$ cat config.mk
export PLATFORM = sky130hd
export DESIGN_NAME = pwm_duty_ramp_ctrl
export DESIGN_NICKNAME = d
export VERILOG_FILES = /design/src/rtl/pwm_duty_ramp_ctrl.sv
export SDC_FILE = /design/constraint.sdc
export NUM_CORES = 1
export LEC_CHECK = 0
export ABC_AREA = 0
export CAP_MARGIN = 20
export CORE_ASPECT_RATIO = 0.9
export CORE_MARGIN = 1
export CORE_UTILIZATION = 45
export DETAILED_ROUTE_END_ITERATION = 16
export DONT_BUFFER_PORTS = 1
export GPL_TIMING_DRIVEN = 0
export PLACE_DENSITY = 0.67
export SKIP_LAST_GASP = 1
export SYNTH_ARGS = -nofsm -noshare
export SYNTH_HDL_FRONTEND = slang
export SYNTH_SLANG_ARGS = --single-unit
$ cat constraint.sdc
create_clock -name clk -period 2.5 [get_ports clk]
set_clock_uncertainty 0.15 [all_clocks]
set_input_delay 0.625 -clock clk [delete_from_list [all_inputs] [get_ports clk]]
set_output_delay 0.625 -clock clk [all_outputs]
set_load 0.005 [all_outputs]
$ cat src/rtl/pwm_duty_ramp_ctrl.sv
// Duty-cycle sequencer for the PWM generator: takes targets over valid/ready and
// ramps duty_out one LSB per RAMP_DIV periods, updating only at period boundaries.
// Define PWM_FAULT_EN to add the active-low fault_n input and the FAULT state.
module pwm_duty_ramp_ctrl #(
  parameter int unsigned DUTY_W   = 3,
  parameter int unsigned RAMP_DIV = 4
) (
  input  logic              clk,
  input  logic              rst_n,
`ifdef PWM_FAULT_EN
  input  logic              fault_n,
`endif
  input  logic              enable,
  input  logic              tgt_valid,
  output logic              tgt_ready,
  input  logic [DUTY_W-1:0] tgt_duty,
  output logic [DUTY_W-1:0] duty_out,
  output logic              period_tick,
  output logic              at_target,
  output logic              busy
);

  localparam logic [DUTY_W-1:0] DUTY_MAX = '1;
  localparam logic [7:0]        DIV_LAST = 8'(RAMP_DIV - 1);

`ifdef PWM_FAULT_EN
  typedef enum logic [2:0] {S_IDLE, S_RAMP, S_HOLD, S_STOP, S_FAULT} state_t;
`else
  typedef enum logic [1:0] {S_IDLE, S_RAMP, S_HOLD, S_STOP} state_t;
`endif

  state_t            state_q, state_d;
  logic [DUTY_W-1:0] cnt_q;
  logic [7:0]        div_q, div_d;
  logic [DUTY_W-1:0] duty_q, duty_d;
  logic [DUTY_W-1:0] tgt_q, tgt_d;
  logic [DUTY_W-1:0] pend_q, pend_d;
  logic              pend_vld_q, pend_vld_d;
  logic              boundary;
  logic              step_due;

  // The edge that ends a period_tick cycle is the only edge where duty/target may move.
  assign boundary = (cnt_q == DUTY_MAX);
  assign step_due = boundary && (div_q == DIV_LAST);

`ifdef PWM_FAULT_EN
  assign tgt_ready = !pend_vld_q && (state_q != S_FAULT);
`else
  assign tgt_ready = !pend_vld_q;
`endif

  assign duty_out    = duty_q;
  assign period_tick = boundary;
  assign busy        = (state_q == S_RAMP) || (state_q == S_STOP);
  assign at_target   = (state_q == S_HOLD) && (duty_q == tgt_q);

  always_comb begin
    state_d    = state_q;
    duty_d     = duty_q;
    div_d      = div_q;
    tgt_d      = tgt_q;
    pend_d     = pend_q;
    pend_vld_d = pend_vld_q;

    // Transfer and promotion never coincide: a transfer needs an empty pending slot.
    if (tgt_valid && tgt_ready) begin
      pend_vld_d = 1'b1;
      pend_d     = tgt_duty;
    end
    if (boundary && pend_vld_q) begin
      tgt_d      = pend_q;
      pend_vld_d = 1'b0;
    end

    if (boundary && ((state_q == S_RAMP) || (state_q == S_STOP))) begin
      div_d = step_due ? '0 : div_q + 8'd1;
    end

    case (state_q)
      S_IDLE: begin
        duty_d = '0;
        if (enable) state_d = S_RAMP;
      end
      S_RAMP: begin
        if (!enable) begin
          state_d = S_STOP;
        end else if (boundary) begin
          if (duty_q == tgt_q) begin
            state_d = S_HOLD;
          end else if (step_due) begin
            // Strict compare means +1 never wraps at max and -1 never wraps at 0.
            duty_d = (duty_q < tgt_q) ? duty_q + 1'b1 : duty_q - 1'b1;
            if (duty_d == tgt_q) state_d = S_HOLD;
          end
        end
      end
      S_HOLD: begin
        if (!enable)              state_d = S_STOP;
        else if (duty_q != tgt_q) state_d = S_RAMP;
      end
      S_STOP: begin
        if (enable) begin
          state_d = S_RAMP;
        end else if (boundary) begin
          if (duty_q == '0) begin
            state_d = S_IDLE;
          end else if (step_due) begin
            duty_d = duty_q - 1'b1;
            if (duty_d == '0) state_d = S_IDLE;
          end
        end
      end
`ifdef PWM_FAULT_EN
      S_FAULT: begin
        duty_d = '0;
        if (!enable && fault_n) state_d = S_IDLE;
      end
`endif
      default: begin
        state_d = S_IDLE;
        duty_d  = '0;
      end
    endcase

`ifdef PWM_FAULT_EN
    // Fault overrides everything, including the boundary-only update rule.
    if (!fault_n) begin
      state_d    = S_FAULT;
      duty_d     = '0;
      pend_vld_d = 1'b0;
    end
`endif

    if (state_d != state_q) div_d = '0;
  end

  always_ff @(posedge clk or negedge rst_n) begin
    if (!rst_n) begin
      state_q    <= S_IDLE;
      cnt_q      <= '0;
      div_q      <= '0;
      duty_q     <= '0;
      tgt_q      <= '0;
      pend_q     <= '0;
      pend_vld_q <= 1'b0;
    end else begin
      state_q    <= state_d;
      cnt_q      <= cnt_q + 1'b1;
      div_q      <= div_d;
      duty_q     <= duty_d;
      tgt_q      <= tgt_d;
      pend_q     <= pend_d;
      pend_vld_q <= pend_vld_d;
    end
  end

endmodule

==> results.tsv, run 1 <==
metric	value	unit
detailed_place_hpwl	2.186	mm
synthFlopType	dfrtp_1	
grt_usage	0.1914	
drv_slew	0	
r2r_slack	0.04	ns
core_area	3090	um2
synth_common_cells	dfrtp_1 (23), nand2_1 (16), nor2_1 (12), ha_1 (10), o21ai_0 (10)	
hold_violations	0	
tightest_slew	0.5090	ns
port-buffer-count	0	
syn_nets	171	
critPathArrivalTime	2.53	ns
crit_type	reg2reg	
cts.path.max_buffers	2	
viasPerCell	5.600	
synthArstFlopShare	1.000	
gr-total-overflow	0	
die_height	56.43	um
layout_min_cycle_time	2.457	ns
critPathMaxFanout	6	
synth_area_leader_cell	dfrtp_1	
drt_iter0_markers	85	
fmax	407.0	MHz
cp-end-kind	flip-flop	
antenna-diode-count	0	
cp_cell_sequence	ha_4 -> ha_4 -> nor4b_4 -> nand2_2 -> or3_1 -> or4b_4 -> a211o_1	
slowest_delay	0.54	ns
cellLeakagePower	0.7641	nW
hold_path_class	in2reg	
rsz0062_at_grt	true	
startpoint_type	flip-flop	
irDropWorstVdd	0.0004589	V
num_vias	1176	
cp_num_buf_inv	0	
wl_per_cell	14.85	um
place.gp.congestion	0.8576	
fin_util	0.5559	
yosys.area.top_type_share	0.3885	
critPathRequiredTime	2.57	ns
cts_made_buffers	3	
io-pin-count	14	
reg2reg_from	cnt_q[0]	
start_util	0.4794	
hold_start	tgt_duty[2]	
cts_sinks	23	
cts.clk_slew.worst_paths	0.14	ns
drt_pre_antenna_iters	4	
final_net_count	186	
r2r_cells	7	
root_buffer	clkbuf_4	
ant_nets	0	
synth-seq-cells	23	
synth-edff-count	0	
cp_top_family	simple AND/OR/NAND/NOR gates	
dp_slack	-0.1813	ns
yosysWarnings	0	
slowest_stage	or4b_4	
crit_top_cell	ha_4	
die_x	62.48	um
ys_seq_area_frac	0.3885	
grt_max_degree	24	
die_area	3526	um2
syn_inst	154	
status	completed	
drcViolationCount	0	
syn_area	1481	um2
hold-path-endpoint	pend_q[2]	
grt_pass1_vias	1200	
hold-path-cell-count	1	
yosys-top-cells-area	dfrtp_1 (39%), ha_1 (8.4%), mux2_2 (5.3%)	
ys_types	38	
h-tree-depth	1	
grt_pass1_wl	5.340	mm
nFillCells	277	
post-route-cell-area	1718	um2
yosysMostFrequentCell	dfrtp_1	
p_per_area	898.0	nW/um2
finalWorstSetupSlack	0.04315	ns
fp-row-count	19	
avgSynthCellArea	9.620	um2
clk_latency	0.32	ns
cts_tree	done	
totalWireLength	3.119	mm
antenna_found_initial	0	
placed_area	1536	um2
syn_to_final_growth	15.96	%
slew_headroom	0.6596	
setup_violations	0	
post-route-period-util	0.9827	
reg2reg_to	state_q[0]	
drive_above_1_share	0.2202	
cap_viol_max_count	0	
-- layout by cell type, fill, tap and decap left out, types with 2 or more instances in the layout --
cell and count:
nand2b_1 3, ha_1 5, a21o_1 3, nand3_1 8, clkbuf_4 3, nor2b_1 3
nor4b_4 2, and3_2 2, a21oi_1 4, mux2_2 7, nor3_1 2, dfrtp_2 2
xor2_1 9, nor2_1 12, o21ai_0 9, nand4_1 3, dfrtp_1 21, xnor2_1 3
nand2_1 16, or3_1 2, clkbuf_1 5, buf_4 7, inv_1 7, ha_4 4
and3_1 2
-- repair_timing --
action	CTS	global route
buffers inserted	5	3
endpoints found under the hold margin	23	0
gates resized for setup	3	7
hold buffers	1	0
pin swaps	0	1
setup endpoints to repair	3	4
-- metal layers --
layer | part of all wire | track usage
met1 | 0.46 | 0.2394
met5 | 0 | 0
met3 | 0.042 | 0.05894
met4 | 0.0083 | 0.04319
met2 | 0.49 | 0.3230
-- layout make-up --
| class | count | area [um2] | area share |
|---|---|---|---|
| Inverter | 7 | 26.28 | 0.01529 |
| Clock inverter | 1 | 7.507 | 0.004370 |
| Buffer | 5 | 18.77 | 0.01092 |
| Tap cell | 42 | 52.55 | 0.03059 |
| Sequential cell | 23 | 578.1 | 0.3365 |
| Clock buffer | 3 | 22.52 | 0.01311 |
| Multi-Input combinational cell | 119 | 918.4 | 0.5346 |
| Timing Repair Buffer | 10 | 93.84 | 0.05462 |
-- how the worst max path moves through the flow --
stage                           start          to  slack (ns)  depth (start not counted)
after floorplan              cnt_q[0]  state_q[0]        0.04                          7
after global placement       cnt_q[0]  state_q[0]       -0.15                          7
after detailed placement     cnt_q[0]  state_q[0]       -0.18                          7
after CTS                 duty_out[2]  state_q[0]       -0.02                          6
after global routing         cnt_q[0]  state_q[0]       -0.07                          7
final                        cnt_q[0]  state_q[0]        0.04                          7
-- registers in the layout, indices dropped and copies added, names as in the netlist --
signal / count
cnt_q: 3
pend_vld_q: 1
pend_q: 3
tgt_q: 3
duty_out: 3
state_q: 2
div_q: 8
-- through the flow --
stage / total power, W / setup TNS (ns) / std cells / hold slack, ns
after CTS: 0.001487 / -0.01942 / 206 / 0.2843
final: 0.001543 / 0 / 210 / 0.3011
after detailed placement: 0.001282 / -0.2768 / 196 / 0.1799
after floorplan: 0.001125 / 0 / 154 / 0.1794
after global routing: 0.001681 / -0.08243 / 210 / 0.2721
after global placement: 0.001241 / -0.2115 / 196 / 0.1799
-- cell families (layout without fill, tap and decap cells) --
logic type | Yosys count | count (layout) | synth area share
AND/OR/NAND/NOR | 62 | 62 | 0.2424
AO/OA/AOI/OAI | 28 | 28 | 0.1301
flip-flops | 23 | 23 | 0.3885
XOR/XNOR | 12 | 12 | 0.07095
buffers and inverters | 12 | 26 | 0.03041
adder cells (fa/ha/maj) | 10 | 10 | 0.08446
multiplexers | 7 | 7 | 0.05321
-- where the power goes --
part	switching (W)	internal (W)
logic	0.000442	0.000380
registers	0.0000893	0.000452
clock network	0.000119	0.0000611
Power figures use the tool's default switching activity.
==> run 2: changes to the inputs <==
--- a/config.mk
+++ b/config.mk
@@ -11,10 +11,10 @@
 export CORE_MARGIN = 1
 export CORE_UTILIZATION = 45
 export DETAILED_ROUTE_END_ITERATION = 16
-export DONT_BUFFER_PORTS = 1
 export GPL_TIMING_DRIVEN = 0
-export PLACE_DENSITY = 0.67
+export PLACE_DENSITY = 0.73
 export SKIP_LAST_GASP = 1
+export SLEW_MARGIN = 10
 export SYNTH_ARGS = -nofsm -noshare
 export SYNTH_HDL_FRONTEND = slang
 export SYNTH_SLANG_ARGS = --single-unit
==> results.tsv, run 2 (synthesized netlist as in run 1, its figures left out) <==
metric	value	unit
setup-tns-final	0	ns
cp_num_buf_inv	0	
multi_input_area	920.9	um2
grt_pass1_vias	1204	
drcViolationCount	0	
final_net_count	201	
drt_pre_antenna_iters	4	
drt_iter0_markers	59	
power.switching	0.0006675	W
crit_type	reg2reg	
largest_reg_flops	8	
fp-row-count	19	
num_vias	1199	
mostFrequentLayoutCell	dfrtp_1	
whs	0.2862	ns
setup_violations	0	
slowest_stage	or4b_4	
gr-total-overflow	0	
die_area	3526	um2
cts.clk_slew.worst_paths	0.13	ns
antenna_found_initial	0	
h-tree-depth	1	
cp-end-kind	flip-flop	
totalWireLength	3.021	mm
die_x	62.48	um
dp_slack	-0.1940	ns
p_clk_frac	0.106	
p_int	0.001019	W
cts.path.max_buffers	2	
regArea	578.1	um2
core_area	3090	um2
hold_path_class	reg2reg	
viasPerCell	5.329	
post-route-period-util	0.9879	
slew_headroom	0.6698	
critPathRequiredTime	2.56	ns
cp_top_family	simple AND/OR/NAND/NOR gates	
p_seq_frac	0.321	
slowest_delay	0.54	ns
cts_tree	done	
drive_above_1_share	0.2623	
irDropWorstVdd	0.0005218	V
drv_slew	0	
cts_sinks	23	
rsz0062_at_grt	true	
cp_cell_sequence	ha_2 -> nor4b_4 -> nand2_2 -> or3_1 -> or4b_4 -> a211o_1	
pwr-share-comb	0.573	
postCtsHoldBufs	0	
grt_pass1_wl	5.395	mm
dp_cells	208	
place.gp.congestion	0.8617	
fmax	404.9	MHz
layout_min_cycle_time	2.470	ns
top_register	div_q	
hold_violations	0	
grt_max_degree	24	
switching_share	0.3959	
critPathMaxFanout	4	
p_per_area	906.9	nW/um2
cellLeakagePower	0.8337	nW
ant_nets	0	
clk_latency	0.31	ns
mostFrequentLayoutCells	dfrtp_1 (21), nand2_1 (16), buf_4 (13)	
cap_viol_max_count	0	
wl_per_cell	13.43	um
grt_usage	0.1947	
startpoint_type	flip-flop	
start_util	0.4794	
finalWorstSetupSlack	0.03019	ns
antenna-diode-count	0	
io-pin-count	14	
finalNonFillerCells	225	
die_height	56.43	um
tightest_slew	0.4938	ns
port-buffer-count	12	
cts_made_buffers	3	
critPathArrivalTime	2.53	ns
root_buffer	clkbuf_4	
detailed_place_hpwl	2.103	mm
status	completed	
syn_to_final_growth	25.51	%
nFillCells	266	
fin_util	0.6016	
## run 2: worst reg2reg max path, delay by kind of cell, from the launching register on
kind            cells  cell delay [ns]
compound gates      1             0.28
fa+ha+maj           1             0.25
flops               1             0.45
simple gates        4             1.25
## run 2: cell type report
type,count,share of cell area
buffer,4,0.009421
clock buffer,3,0.01211
clock inverter,1,0.004038
inverter,7,0.01548
multi-input combinational,119,0.4953
sequential,23,0.3109
tap,42,0.02826
timing repair buffer,26,0.1245
## run 2: stage by stage
step	total power (W)	area, um2
final	0.001686	1859
after global routing	0.001849	1859
after CTS	0.001668	1829
after detailed placement	0.001342	1657
after global placement	0.001313	1657
after floorplan	0.001125	1484
## run 2: final timing paths
kind / from / to / slack [ns] / cells past startpoint
max: div_q[1] / state_q[0] / 0.03 / 6
min: cnt_q[0] / cnt_q[0] / 0.29 / 1
max reg2reg: div_q[1] / state_q[0] / 0.03 / 6
min reg2reg: cnt_q[0] / cnt_q[0] / 0.29 / 1
max in group asynchronous: rst_n / duty_out[0] / 1.28 / 2
min in group asynchronous: rst_n / duty_out[1] / 0.46 / 1
## run 2: what timing repair did
item | in CTS | in global routing
resized for setup | 12 | 4
buffers inserted | 12 | 1
setup endpoints to repair | 3 | 4
pin swaps | 1 | 1
## run 2: power by group through the flow
stage	logic (W)	clock network [W]	registers (W)
final	0.000966	0.000179	0.000542
after CTS	0.000943	0.000185	0.000540
after global routing	0.00109	0.000205	0.000555
after global placement	0.000776	0	0.000538
after floorplan	0.000606	0	0.000520
after detailed placement	0.000801	0	0.000541
## run 2: layer usage
metal  up-vias  part of all wire  GRT usage
li1        607                 -          -
met1       564              0.48     0.2564
met2        26              0.48     0.3370
met3         2             0.038    0.04268
met4         0            0.0056    0.01993
met5         -                 0          0
